<file path="config.mk">
export PLATFORM = sky130hd
export DESIGN_NAME = animation_scene_sequencer
export DESIGN_NICKNAME = d
export VERILOG_FILES = /design/src/rtl/animation_scene_sequencer.sv
export SDC_FILE = /design/constraint.sdc
export NUM_CORES = 1
export LEC_CHECK = 0
export CAP_MARGIN = 15
export CORE_ASPECT_RATIO = 1.1
export CORE_MARGIN = 2
export CORE_UTILIZATION = 45
export DETAILED_ROUTE_END_ITERATION = 10
export MAX_ROUTING_LAYER = met4
export PLACE_DENSITY = 0.66
export SLEW_MARGIN = 0
export SYNTH_ARGS = -nofsm -noshare
export SYNTH_HDL_FRONTEND = slang
export SYNTH_SLANG_ARGS = --single-unit
</file>
<file path="constraint.sdc">
create_clock -name clk -period 2.92 [get_ports clk]
set_input_delay 0.584 -clock clk [delete_from_list [all_inputs] [get_ports clk]]
set_output_delay 0.584 -clock clk [all_outputs]
set_load 0.02 [all_outputs]
</file>
<file path="src/rtl/animation_scene_sequencer.sv">
// animation_scene_sequencer: steps the display through NUM_SCENES scenes.
// A scene ends when the ten-second timer reports done or when skip is pulsed.
// Between scenes there is a one-cycle GAP with timer_en low, which clears the timer.
// The block also generates the frame-rate tick and the per-scene frame count.
// Optional feature: define ANIM_LOOP_EN to loop the sequence until stop.
// With the macro defined, finished pulses once per completed pass.
module animation_scene_sequencer #(
  parameter int unsigned CLK_HZ     = 100_000_000,
  parameter int unsigned FRAME_HZ   = 10,
  parameter int unsigned NUM_SCENES = 4
) (
  input  logic       clk,
  input  logic       rst,
  input  logic       start,
  input  logic       stop,
  input  logic       skip,
  input  logic       timer_done,
  output logic       timer_en,
  output logic [3:0] scene,
  output logic [7:0] frame,
  output logic       frame_tick,
  output logic       busy,
  output logic       finished
);

  localparam int unsigned DIV   = CLK_HZ / FRAME_HZ;
  localparam int unsigned DIV_W = (DIV > 1) ? $clog2(DIV) : 1;

  localparam logic [DIV_W-1:0] DIV_LAST   = DIV_W'(DIV - 1);
  localparam logic [DIV_W-1:0] DIV_ONE    = DIV_W'(1);
  localparam logic [3:0]       LAST_SCENE = 4'(NUM_SCENES - 1);

  typedef enum logic [1:0] {
    StIdle,
    StPlay,
    StGap,
    StFinish
  } state_e;

  state_e           state_q, state_d;
  logic [3:0]       scene_q, scene_d;
  logic [7:0]       frame_q, frame_d;
  logic [DIV_W-1:0] div_q, div_d;
  logic             fin_q, fin_d;

  logic sync1_q, sync2_q, sync3_q;
  logic done_evt;

  // Bring timer_done into the clk domain; sync3 holds the previous value for edge detect.
  always_ff @(posedge clk or posedge rst) begin
    if (rst) begin
      sync1_q <= 1'b0;
      sync2_q <= 1'b0;
      sync3_q <= 1'b0;
    end else begin
      sync1_q <= timer_done;
      sync2_q <= sync1_q;
      sync3_q <= sync2_q;
    end
  end

  // One event per low->high edge. A held-high input produces only one event.
  assign done_evt = sync2_q & ~sync3_q;

  // State, scene, frame, divider and finished-pulse registers.
  always_ff @(posedge clk or posedge rst) begin
    if (rst) begin
      state_q <= StIdle;
      scene_q <= 4'd0;
      frame_q <= 8'd0;
      div_q   <= '0;
      fin_q   <= 1'b0;
    end else begin
      state_q <= state_d;
      scene_q <= scene_d;
      frame_q <= frame_d;
      div_q   <= div_d;
      fin_q   <= fin_d;
    end
  end

  // Next-state logic. Priority is stop > skip > done_evt.
  // skip and done_evt have the same effect.
  always_comb begin
    state_d = state_q;
    scene_d = scene_q;
    frame_d = frame_q;
    div_d   = div_q;
    fin_d   = 1'b0;

    case (state_q)
      StIdle: begin
        scene_d = 4'd0;
        frame_d = 8'd0;
        div_d   = '0;
        // start together with stop leaves the block idle.
        if (start && !stop) begin
          state_d = StPlay;
        end
      end

      StPlay: begin
        if (stop) begin
          state_d = StIdle;
          scene_d = 4'd0;
          frame_d = 8'd0;
          div_d   = '0;
        end else if (skip || done_evt) begin
          // A scene change takes precedence over a coincident frame tick.
          frame_d = 8'd0;
          div_d   = '0;
          if (scene_q < LAST_SCENE) begin
            state_d = StGap;
            scene_d = scene_q + 4'd1;
          end else begin
`ifdef ANIM_LOOP_EN
            // Wrap to scene 0 through GAP so the timer still gets cleared.
            state_d = StGap;
            scene_d = 4'd0;
            fin_d   = 1'b1;
`else
            state_d = StFinish;
            scene_d = 4'd0;
            fin_d   = 1'b1;
`endif
          end
        end else if (div_q == DIV_LAST) begin
          div_d   = '0;
          frame_d = frame_q + 8'd1;
        end else begin
          div_d = div_q + DIV_ONE;
        end
      end

      StGap: begin
        div_d = '0;
        if (stop) begin
          state_d = StIdle;
          scene_d = 4'd0;
          frame_d = 8'd0;
        end else begin
          state_d = StPlay;
        end
      end

      StFinish: begin
        state_d = StIdle;
        scene_d = 4'd0;
        frame_d = 8'd0;
        div_d   = '0;
      end

      default: begin
        state_d = StIdle;
        scene_d = 4'd0;
        frame_d = 8'd0;
        div_d   = '0;
      end
    endcase
  end

  // Outputs are decoded from registered state, so reset clears them immediately.
  always_comb begin
    timer_en   = (state_q == StPlay);
    busy       = (state_q == StPlay) || (state_q == StGap);
    frame_tick = (state_q == StPlay) && (div_q == DIV_LAST);
    scene      = scene_q;
    frame      = frame_q;
    finished   = fin_q;
  end

endmodule
</file>
==> results.ini, run 1 <==
[synthesis]
yosysSeqAreaShare_pct = 49.1
synth.avg_cell_area_um2 = 9.82
yosysUniqueCellTypes = 38
synth_compound_area_share_pct = 5.20
synth_nets = 231
yosys_warnings = 0
synth_edf_count = 0
yosys.area.top_type_share_pct = 49.1
synth_xor_area_share_pct = 9.00
synthCells = 218
synthFlopType = dfrtp_1
synth.area.top_cells = dfrtp_1 49%, nor2_1 5.4%, xor2_1 5.3%
yosysTopAreaCell = dfrtp_1
synth-adder-area-share_pct = 4.09
synth.area.mux_share_pct = 0.468
synth_top_family_by_area = simple AND/OR/NAND/NOR gates
syn_area_um2 = 2140
synth_seq_cells = 42
yosys.area_share.simple_pct = 28.7
synth-async-reset-ratio_pct = 100

[setup_path]
reg2reg_from = state_q[1]
cp-end-kind = output pin
reg2reg_setup_slack_ns = 0.87
slowest_delay_ns = 0.43
timing.rr.end = frame[4]
cp_slowest_cell = dfrtp_1
setup.worst_path.start = div_q[16]
reg2reg_depth = 6
path_cells = nor4b_1, nand4_1, nor4_2, and2_1, dlygate4sd2_1
crit_arrival_ns = 2.08
critPathLaunchType = register
worstPathMaxFanout = 5
cp_data_required_time_ns = 2.34
critPathKind = reg -> out

[timing]
fin_ws_ns = 0.255
fmax_mhz = 375
hold_violations = 0
finalSetupTns_ns = 0
relSlewSlack_pct = 60.9
grt_setup_unrepaired = no
tightest_slew_ns = 0.583
final_max_slew_viol_count = 0
final-setup-viol-count = 0
clock_skew_ns = 0.00317
fin_crit_ns = 2.66
period_share_pct = 91.3

[place]
gp_congestion = 0.782
place_ws_ns = 0.268
place_hpwl_um = 2790
place_area_um2 = 2400
portBuffers = 21

[pwr]
fin_total_pwr_mw = 1.30
internal_power_mw = 0.916
power_density_nw_per_um2 = 523
combPwrFrac_pct = 23.4
pwr-share-seq_pct = 48.5
p_leak_nw = 1.09
ir_worst_vdd_mv = 0.223
p_sw_mw = 0.384
switching_share_pct = 29.6
pwr-share-clk_pct = 28.1

[route]
drt-total-wl_um = 3960
drtAntennaViolNets = 0
wl_per_cell_um = 13.3
via_per_inst = 5.36
drc_errors = 0
drtIter0Drc = 44
first_pass_iters = 4
vias = 1593

[final_layout]
n_antenna_cell = 0
final_cell_mix = 42 x dfrtp_1, 31 x nor2_1, 20 x clkdlybuf4s50_1, 17 x nand2_1
fin_util_pct = 53.8
finalInstanceArea_um2 = 2490
fin_nets = 255
drive_above_1_share_pct = 5.39
areaGrowthSynthToFinish_pct = 16.2
mostFrequentLayoutCell = dfrtp_1

[clock_tree]
clock_latency_ns = 0.29
numCtsBuffers = 5
cts.root.buffer_cell = clkbuf_8
post_cts.repair.setup_buffers = 0
cts_buffer_depth = 2
cts.sinks = 42
path_clk_slew_ns = 0.07
cts_tree = yes
htreeDepth = 2

[min_path]
hp-start = sync1_q
hold_depth = 0
hold_end = sync2_q
hp-class = reg -> reg

[floorplan]
die_x_um = 69.8
start_util_pct = 46.3
core_area_um2 = 4620
die_y_um = 76.3
io-pin-count = 22
row_count = 26
die_area_um2 = 5330

[global_route]
grt_remaining_overflow = 0
grt_antenna_before_repair = 0
grt_pass1_wl_um = 6760
grt_usage_pct = 16.0
grt_max_degree = 43
grt_pass1_vias = 1498

[job]
drv_cap = 0

[status]
status = completed

-- how the worst max path moves through the flow --
stage | slack, ns | cells past startpoint | endpoint
floorplan | 0.92 | 7 | frame[3]
global placement | 0.30 | 5 | frame_tick
detailed placement | 0.27 | 5 | frame_tick
CTS | 0.24 | 5 | frame_tick
global route | 0.12 | 5 | frame_tick
finish | 0.26 | 5 | frame_tick
-- cell families (layout without fill, tap and decap cells) --
family / after synthesis / count (layout)
simple gates: 116 / 116
flops: 42 / 42
xor+xnor: 22 / 22
compound gates: 16 / 16
buf+inv: 14 / 37
fa+ha+maj: 7 / 7
mux: 1 / 1
-- layout make-up --
type / count / area, um2
fillers: 433 / 2130
flip-flops and latches: 42 / 1050
multi-input cells: 162 / 1020
repair buffers: 25 / 239
clock buffers: 6 / 82.6
well taps: 56 / 70.1
inverters: 6 / 22.5
-- layer usage --
layer | part of all wire [%] | global-route usage (%) | vias up
met2 | 49 | 26.2 | 27
met1 | 47 | 19.8 | 765
met3 | 3.6 | 3.97 | 2
met5 | 0 | - | -
met4 | 0.81 | 4.42 | 0
li1 | - | - | 799
-- Yosys cell counts, types with 2 or more instances --
master / n
dfrtp_1: 42
and4_1: 3
xor2_1: 13
o21ai_0: 3
nor3_1: 12
nand2b_1: 5
buf_6: 2
o211ai_1: 3
nor4b_1: 3
and2_1: 5
nor2b_1: 2
nand4_1: 9
a21o_1: 4
buf_2: 2
clkbuf_1: 3
inv_1: 6
nand3_1: 13
or4_1: 3
ha_1: 7
nand2_1: 17
and3_1: 6
nor2_1: 31
xnor2_1: 9
-- power groups by stage --
stage	Sequential (mW)	Clock [mW]	Combinational (mW)
2_1_floorplan	0.649	0	0.185
3_5_place_dp	0.642	0	0.310
3_3_place_gp	0.639	0	0.307
4_1_cts	0.630	0.379	0.310
6_report	0.630	0.365	0.305
5_1_grt	0.635	0.399	0.341
-- worst max-delay path, delay by kind of cell (launching register included) --
family | cells | cell delay, ns
simple gates | 4 | 1.04
flops | 1 | 0.43
buf+inv | 1 | 0.33
-- flip-flops by register name, indices dropped and copies added (netlist names) --
| signal | flops |
|---|---|
| sync2_q | 1 |
| finished | 1 |
| scene | 4 |
| div_q | 24 |
| sync3_q | 1 |
| state_q | 2 |
| frame | 8 |
| sync1_q | 1 |
-- what timing repair did --
item                                    4_1_cts  5_1_grt
resized for setup                             2        0
hold buffers                                  0        0
endpoints found under the setup margin        1        0
hold endpoints to repair                      0        0
-- per-stage QoR --
step	std cells	hold WS (ns)
2_1_floorplan	218	0.331
3_3_place_gp	291	0.333
3_5_place_dp	291	0.336
4_1_cts	297	0.354
5_1_grt	297	0.371
6_report	297	0.350
No activity file was read; power rests on OpenSTA's default activity.
==> inputs of run 2 (changes only) <==
--- a/config.mk
+++ b/config.mk
@@ -8,10 +8,10 @@
 export CAP_MARGIN = 15
 export CORE_ASPECT_RATIO = 1.1
 export CORE_MARGIN = 2
-export CORE_UTILIZATION = 45
+export CORE_UTILIZATION = 51
 export DETAILED_ROUTE_END_ITERATION = 10
 export MAX_ROUTING_LAYER = met4
-export PLACE_DENSITY = 0.66
+export PLACE_DENSITY = 0.76
 export SLEW_MARGIN = 0
 export SYNTH_ARGS = -nofsm -noshare
 export SYNTH_HDL_FRONTEND = slang
==> constraint.sdc (replaced) <==
create_clock -name clk -period 2.4 [get_ports clk]
set_input_delay 0.48 -clock clk [delete_from_list [all_inputs] [get_ports clk]]
set_output_delay 0.48 -clock clk [all_outputs]
set_load 0.02 [all_outputs]
==> results.ini, run 2 (synthesis results as in run 1) <==
[setup_path]
cp_data_required_time_ns = 1.92  ; was 2.34 ns
timing.rr.end = frame[6]  ; was frame[4]
worstPathMaxFanout = 2  ; was 5
cp_slowest_cell = dfrtp_1  ; unchanged
slowest_delay_ns = 0.38  ; was 0.43 ns
critPathLaunchType = register  ; unchanged
reg2reg_from = state_q[0]  ; was state_q[1]
path_cells = nor4bb_1, nand4_1, nor4_2, and2_1, buf_2  ; was nor4b_1, nand4_1, nor4_2, and2_1, dlygate4sd2_1
critPathKind = reg -> out  ; unchanged
cp-end-kind = output pin  ; unchanged
reg2reg_setup_slack_ns = 0.43  ; was 0.87 ns
reg2reg_depth = 7  ; was 6
crit_arrival_ns = 1.81  ; was 2.08 ns

[clock_tree]
clock_latency_ns = 0.29  ; about the same
cts.sinks = 42  ; unchanged
numCtsBuffers = 5  ; unchanged
hold_buffers = 0  ; unchanged
cts.root.buffer_cell = clkbuf_8  ; unchanged
cts_tree = yes  ; unchanged
path_clk_slew_ns = 0.08  ; was 0.07 ns
cts_buffer_depth = 2  ; unchanged
htreeDepth = 2  ; unchanged

[floorplan]
die_area_um2 = 4730  ; was 5330 um2
start_util_pct = 53.6  ; was 46.3%
row_count = 24  ; was 26
core_area_um2 = 3990  ; was 4620 um2
die_y_um = 72.0  ; was 76.3 um
io-pin-count = 22  ; unchanged
die_x_um = 65.8  ; was 69.8 um

[final_layout]
largest_register_ffs = 24  ; unchanged
final_cell_mix = 42 x dfrtp_1, 31 x nor2_1, 28 x buf_4, 20 x clkdlybuf4s50_1, 17 x nand2_1  ; was 42 x dfrtp_1, 31 x nor2_1, 20 x clkdlybuf4s50_1, 17 x nand2_1
fin_cells = 319  ; was 297
mostFrequentLayoutCell = dfrtp_1  ; unchanged
drive_above_1_share_pct = 15.4  ; was 5.39%
n_antenna_cell = 0  ; unchanged
fin_util_pct = 67.4  ; was 53.8%
areaGrowthSynthToFinish_pct = 25.7  ; was 16.2%
fin_nets = 279  ; was 255
top_register = div_q  ; unchanged
finalInstanceArea_um2 = 2690  ; was 2490 um2

[timing]
final-setup-viol-count = 0  ; unchanged
holdWs_ns = 0.364  ; was 0.350 ns
grt_setup_unrepaired = no  ; unchanged
tightest_slew_ns = 0.634  ; was 0.583 ns
finalSetupTns_ns = 0  ; unchanged
period_share_pct = 95.6
fin_crit_ns = 2.29
fin_ws_ns = 0.105  ; was 0.255 ns
relSlewSlack_pct = 57.4  ; was 60.9%
clock_skew_ns = 0.00666  ; was 0.00317 ns
hold_violations = 0  ; unchanged
fmax_mhz = 436
final_max_slew_viol_count = 0  ; unchanged

[global_route]
grt_usage_pct = 22.0  ; was 16.0%
grt_max_degree = 43  ; unchanged
grt_pass1_wl_um = 7530  ; was 6760 um
grt_remaining_overflow = 0  ; unchanged
grt_antenna_before_repair = 0  ; unchanged
grt_pass1_vias = 1685  ; was 1498

[pwr]
pwr-share-clk_pct = 32.2  ; was 28.1%
ir_worst_vdd_mv = 0.455  ; was 0.223 mV
fin_total_pwr_mw = 1.71  ; was 1.30 mW
combPwrFrac_pct = 23.0  ; was 23.4%
pwr-share-seq_pct = 44.8  ; was 48.5%
p_sw_mw = 0.493  ; was 0.384 mW
internal_power_mw = 1.21  ; was 0.916 mW
p_leak_nw = 1.23  ; was 1.09 nW
power_density_nw_per_um2 = 634  ; was 523 nW/um2
switching_share_pct = 28.9  ; was 29.6%

[place]
dpl.cell_count = 311  ; was 291
portBuffers = 21  ; unchanged
place_area_um2 = 2570  ; was 2400 um2
place_ws_ns = -0.0952  ; was 0.268 ns
place_hpwl_um = 3210  ; was 2790 um
gp_congestion = 0.806  ; was 0.782

[route]
drt-total-wl_um = 4430  ; was 3960 um
drtAntennaViolNets = 0  ; unchanged
via_per_inst = 5.44  ; was 5.36
wl_per_cell_um = 13.9  ; was 13.3 um
drtIter0Drc = 130  ; was 44
vias = 1734  ; was 1593
drc_errors = 0  ; unchanged
first_pass_iters = 4  ; unchanged

[job]
drv_cap = 0  ; unchanged

[min_path]
hold_end = sync2_q  ; unchanged
hp-start = sync1_q  ; unchanged
hold_depth = 0  ; unchanged
hp-class = reg -> reg  ; unchanged

[status]
status = completed  ; unchanged

-- run 2: worst max-delay path by stage --
stage | depth (start not counted) | end | slack [ns] | from
after floorplan | 7 | frame[3] | 0.40 | state_q[1]
after global placement | 5 | frame_tick | -0.07 | div_q[14]
after detailed placement | 5 | frame_tick | -0.1 | div_q[14]
after CTS | 5 | frame_tick | 0.03 | div_q[21]
after global routing | 5 | frame_tick | 0.02 | div_q[11]
final | 5 | frame_tick | 0.11 | div_q[11]
-- run 2: cell type report --
cell class                      instances  area [um2]
Sequential cell                        42        1050
Inverter                                6        22.5
Timing Repair Buffer                   49         415
Fill cell                             327        1300
Clock inverter                          3        40.0
Multi-Input combinational cell        162        1030
Clock buffer                            5        68.8
Tap cell                               52        65.1
-- run 2: timing repair --
action | 4_1_cts | 5_1_grt
setup endpoints to repair | 1 | 1
setup buffers | 0 | 0
pin swaps | 1 | 3
gates resized for setup | 4 | 2
-- run 2: layer usage --
metal	part of all wire [%]	track usage, %
met4	1.7	8.33
met2	51	36.3
met3	2.3	6.05
met1	45	25.6
met5	0	-
-- run 2: worst max-delay path, delay by kind of cell, from the launching register on --
family,cells,cell delay [ns]
AND/OR/NAND/NOR,4,0.97
flip-flops,1,0.38
buffers and inverters,1,0.15
-- run 2: power by group through the flow --
stage,clock [mW],combinational (mW),sequential (mW)
floorplan,0,0.225,0.789
global placement,0,0.383,0.777
detailed placement,0,0.388,0.781
CTS,0.555,0.394,0.765
global route,0.595,0.433,0.770
finish,0.549,0.392,0.764
==> inputs of run 3 (changes only) <==
==> constraint.sdc (replaced) <==
create_clock -name clk -period 2.4 [get_ports clk]
set_input_delay 0.48 -clock clk [delete_from_list [all_inputs] [get_ports clk]]
set_output_delay 0.48 -clock clk [all_outputs]
set_load 0.01 [all_outputs]
==> results.ini, run 3 (synthesis results as in run 1) <==
[job]
drv_cap = 0  ; unchanged

[pwr]
power_density_nw_per_um2 = 574  ; was 634 nW/um2
pwr-share-seq_pct = 48.9  ; was 44.8%
internal_power_mw = 1.13  ; was 1.21 mW
fin_total_pwr_mw = 1.56  ; was 1.71 mW
ir_worst_vdd_mv = 0.494  ; was 0.455 mV
combPwrFrac_pct = 22.9  ; was 23.0%
p_leak_nw = 1.25  ; was 1.23 nW
p_sw_mw = 0.437  ; was 0.493 mW
switching_share_pct = 28.0  ; was 28.9%
pwr-share-clk_pct = 28.1  ; was 32.2%

[final_layout]
mostFrequentLayoutCell = dfrtp_1  ; unchanged
fill_cells = 317  ; was 327
fin_cells = 317  ; was 319
fin_nets = 279  ; unchanged
final_cell_mix = 42 x dfrtp_1, 31 x nor2_1, 24 x buf_4, 20 x clkdlybuf4s50_1, 15 x nand2_1  ; was 42 x dfrtp_1, 31 x nor2_1, 28 x buf_4, 20 x clkdlybuf4s50_1, 17 x nand2_1
n_antenna_cell = 0  ; unchanged
finalInstanceArea_um2 = 2730  ; was 2690 um2
areaGrowthSynthToFinish_pct = 27.3  ; was 25.7%
largest_register_ffs = 24  ; unchanged
top_register = div_q  ; unchanged
drive_above_1_share_pct = 17.4  ; was 15.4%

[timing]
final-setup-viol-count = 0  ; unchanged
final_max_slew_viol_count = 0  ; unchanged
holdWs_ns = 0.360  ; was 0.364 ns
fin_crit_ns = 2.22  ; was 2.29 ns
hold_violations = 0  ; unchanged
tightest_slew_ns = 0.712  ; was 0.634 ns
relSlewSlack_pct = 52.2  ; was 57.4%
fin_ws_ns = 0.181  ; was 0.105 ns
period_share_pct = 92.5  ; was 95.6%
fmax_mhz = 451  ; was 436 MHz
clock_skew_ns = 0.00644  ; was 0.00666 ns
grt_setup_unrepaired = no  ; unchanged

[min_path]
hp-class = reg -> reg  ; unchanged
hold_end = sync2_q  ; unchanged
hp-start = sync1_q  ; unchanged
hold_depth = 0  ; unchanged

[place]
portBuffers = 21  ; unchanged
place_area_um2 = 2520  ; was 2570 um2
dpl.cell_count = 304  ; was 311
place_ws_ns = -0.00977  ; was -0.0952 ns
gp_congestion = 0.830  ; was 0.806
place_hpwl_um = 3060  ; was 3210 um

[floorplan]
die_area_um2 = 4730  ; unchanged
core_area_um2 = 3990  ; unchanged
die_y_um = 72.0  ; unchanged
die_x_um = 65.8  ; unchanged
io-pin-count = 22  ; unchanged
start_util_pct = 53.6  ; unchanged
row_count = 24  ; unchanged

[route]
drtAntennaViolNets = 0  ; unchanged
vias = 1736  ; was 1734
drtIter0Drc = 119  ; was 130
via_per_inst = 5.48  ; was 5.44
drt-total-wl_um = 4680  ; was 4430 um
first_pass_iters = 4  ; unchanged
drc_errors = 0  ; unchanged
wl_per_cell_um = 14.8  ; was 13.9 um

[status]
status = completed  ; unchanged

[clock_tree]
path_clk_slew_ns = 0.07  ; was 0.08 ns
cts_tree = yes  ; unchanged
cts_buffer_depth = 2  ; unchanged
hold_buffers = 0  ; unchanged
htreeDepth = 2  ; unchanged
numCtsBuffers = 5  ; unchanged
cts.root.buffer_cell = clkbuf_8  ; unchanged
clock_latency_ns = 0.29  ; about the same
cts.sinks = 42  ; unchanged

[setup_path]
worstPathMaxFanout = 2  ; unchanged
cp.depth = 5  ; unchanged
critPathKind = reg -> out  ; unchanged
reg2reg_depth = 9  ; was 7
crit_family = simple AND/OR/NAND/NOR gates  ; unchanged
reg2reg_setup_slack_ns = 0.22  ; was 0.43 ns
path_cells = nor4bb_2, nand4_1, nor4_4, and2_1, clkbuf_2  ; was nor4bb_1, nand4_1, nor4_2, and2_1, buf_2
cp_slowest_cell = dfrtp_1  ; unchanged
crit_arrival_ns = 1.74  ; was 1.81 ns
timing.rr.end = frame[2]  ; was frame[6]
critPathLaunchType = register  ; unchanged
cp-end-kind = output pin  ; unchanged
reg2reg_from = div_q[11]  ; was state_q[0]
slowest_delay_ns = 0.39  ; was 0.38 ns
critPathBufInv = 1  ; unchanged
cp_data_required_time_ns = 1.92  ; about the same

[global_route]
grt_pass1_vias = 1762  ; was 1685
grt_pass1_wl_um = 8010  ; was 7530 um
grt_max_degree = 43  ; unchanged
grt_antenna_before_repair = 0  ; unchanged
grt_remaining_overflow = 0  ; unchanged
grt_usage_pct = 23.0  ; was 22.0%

[run 3: cell count changes in the layout (fill, tap and decap cells not counted), moves of 2 or more]
cell / before / now
buf_4: 28 / 24
nand2_2: 0 / 2
nand2_1: 17 / 15
or4_4: 0 / 2
buf_6: 0 / 3
or4_1: 3 / 1
clkinv_2: 2 / 0
[run 3: routing by layer]
metal / vias up / part of all wire, % / global-route usage, %
met5: - / 0 / -
met2: 40 / 52 / 36.5
met3: 11 / 3.6 / 5.27
li1: 849 / - / -
met1: 836 / 42 / 27.4
met4: 0 / 2.1 / 11.8
[run 3: worst reg2reg max path: cells and delay by family (launching register included)]
kind	cells	cell delay (ns)
buffers and inverters	4	0.51
AOI/OAI and AO/OA	1	0.25
and+or+nand+nor	4	0.90
DFF	1	0.39
[run 3: power by group through the flow]
stage | Clock (mW) | Combinational (mW) | Sequential, mW
after global placement | 0 | 0.345 | 0.779
after CTS | 0.459 | 0.355 | 0.765
after global routing | 0.491 | 0.404 | 0.769
final | 0.440 | 0.358 | 0.766
after floorplan | 0 | 0.200 | 0.780
after detailed placement | 0 | 0.355 | 0.779
[run 3: worst max-delay path by stage]
| stage | from | end |
|---|---|---|
| global placement | div_q[14] | frame_tick |
| detailed placement | div_q[14] | frame_tick |
| finish | div_q[11] | frame_tick |
| CTS | div_q[14] | frame[6] |
| floorplan | state_q[1] | frame[3] |
| global route | div_q[11] | frame_tick |
[run 3: stage by stage]
| step | util, % | TNS, ns |
|---|---|---|
| finish | 68.2 | 0 |
| global route | 68.2 | 0 |
| CTS | 67.4 | -0.218 |
| detailed placement | 63.2 | -0.00977 |
| global placement | 63.2 | 0 |
| floorplan | - | 0 |
[run 3: timing repair]
item                                    4_1_cts  5_1_grt
buffers inserted                              7        2
resized for setup                             9       11
endpoints found under the setup margin        1        9
pin swaps                                     5        7
endpoints found under the hold margin         0        0
cloned                                        0        1
[run 3: area by class of cell]
type | instances | area [um2] | area share, %
multi-input combinational | 163 | 1080 | 39.8
sequential | 42 | 1050 | 38.6
timing repair buffer | 48 | 419 | 15.4
clock buffer | 6 | 82.6 | 3.03
tap | 52 | 65.1 | 2.39
inverter | 6 | 22.5 | 0.826
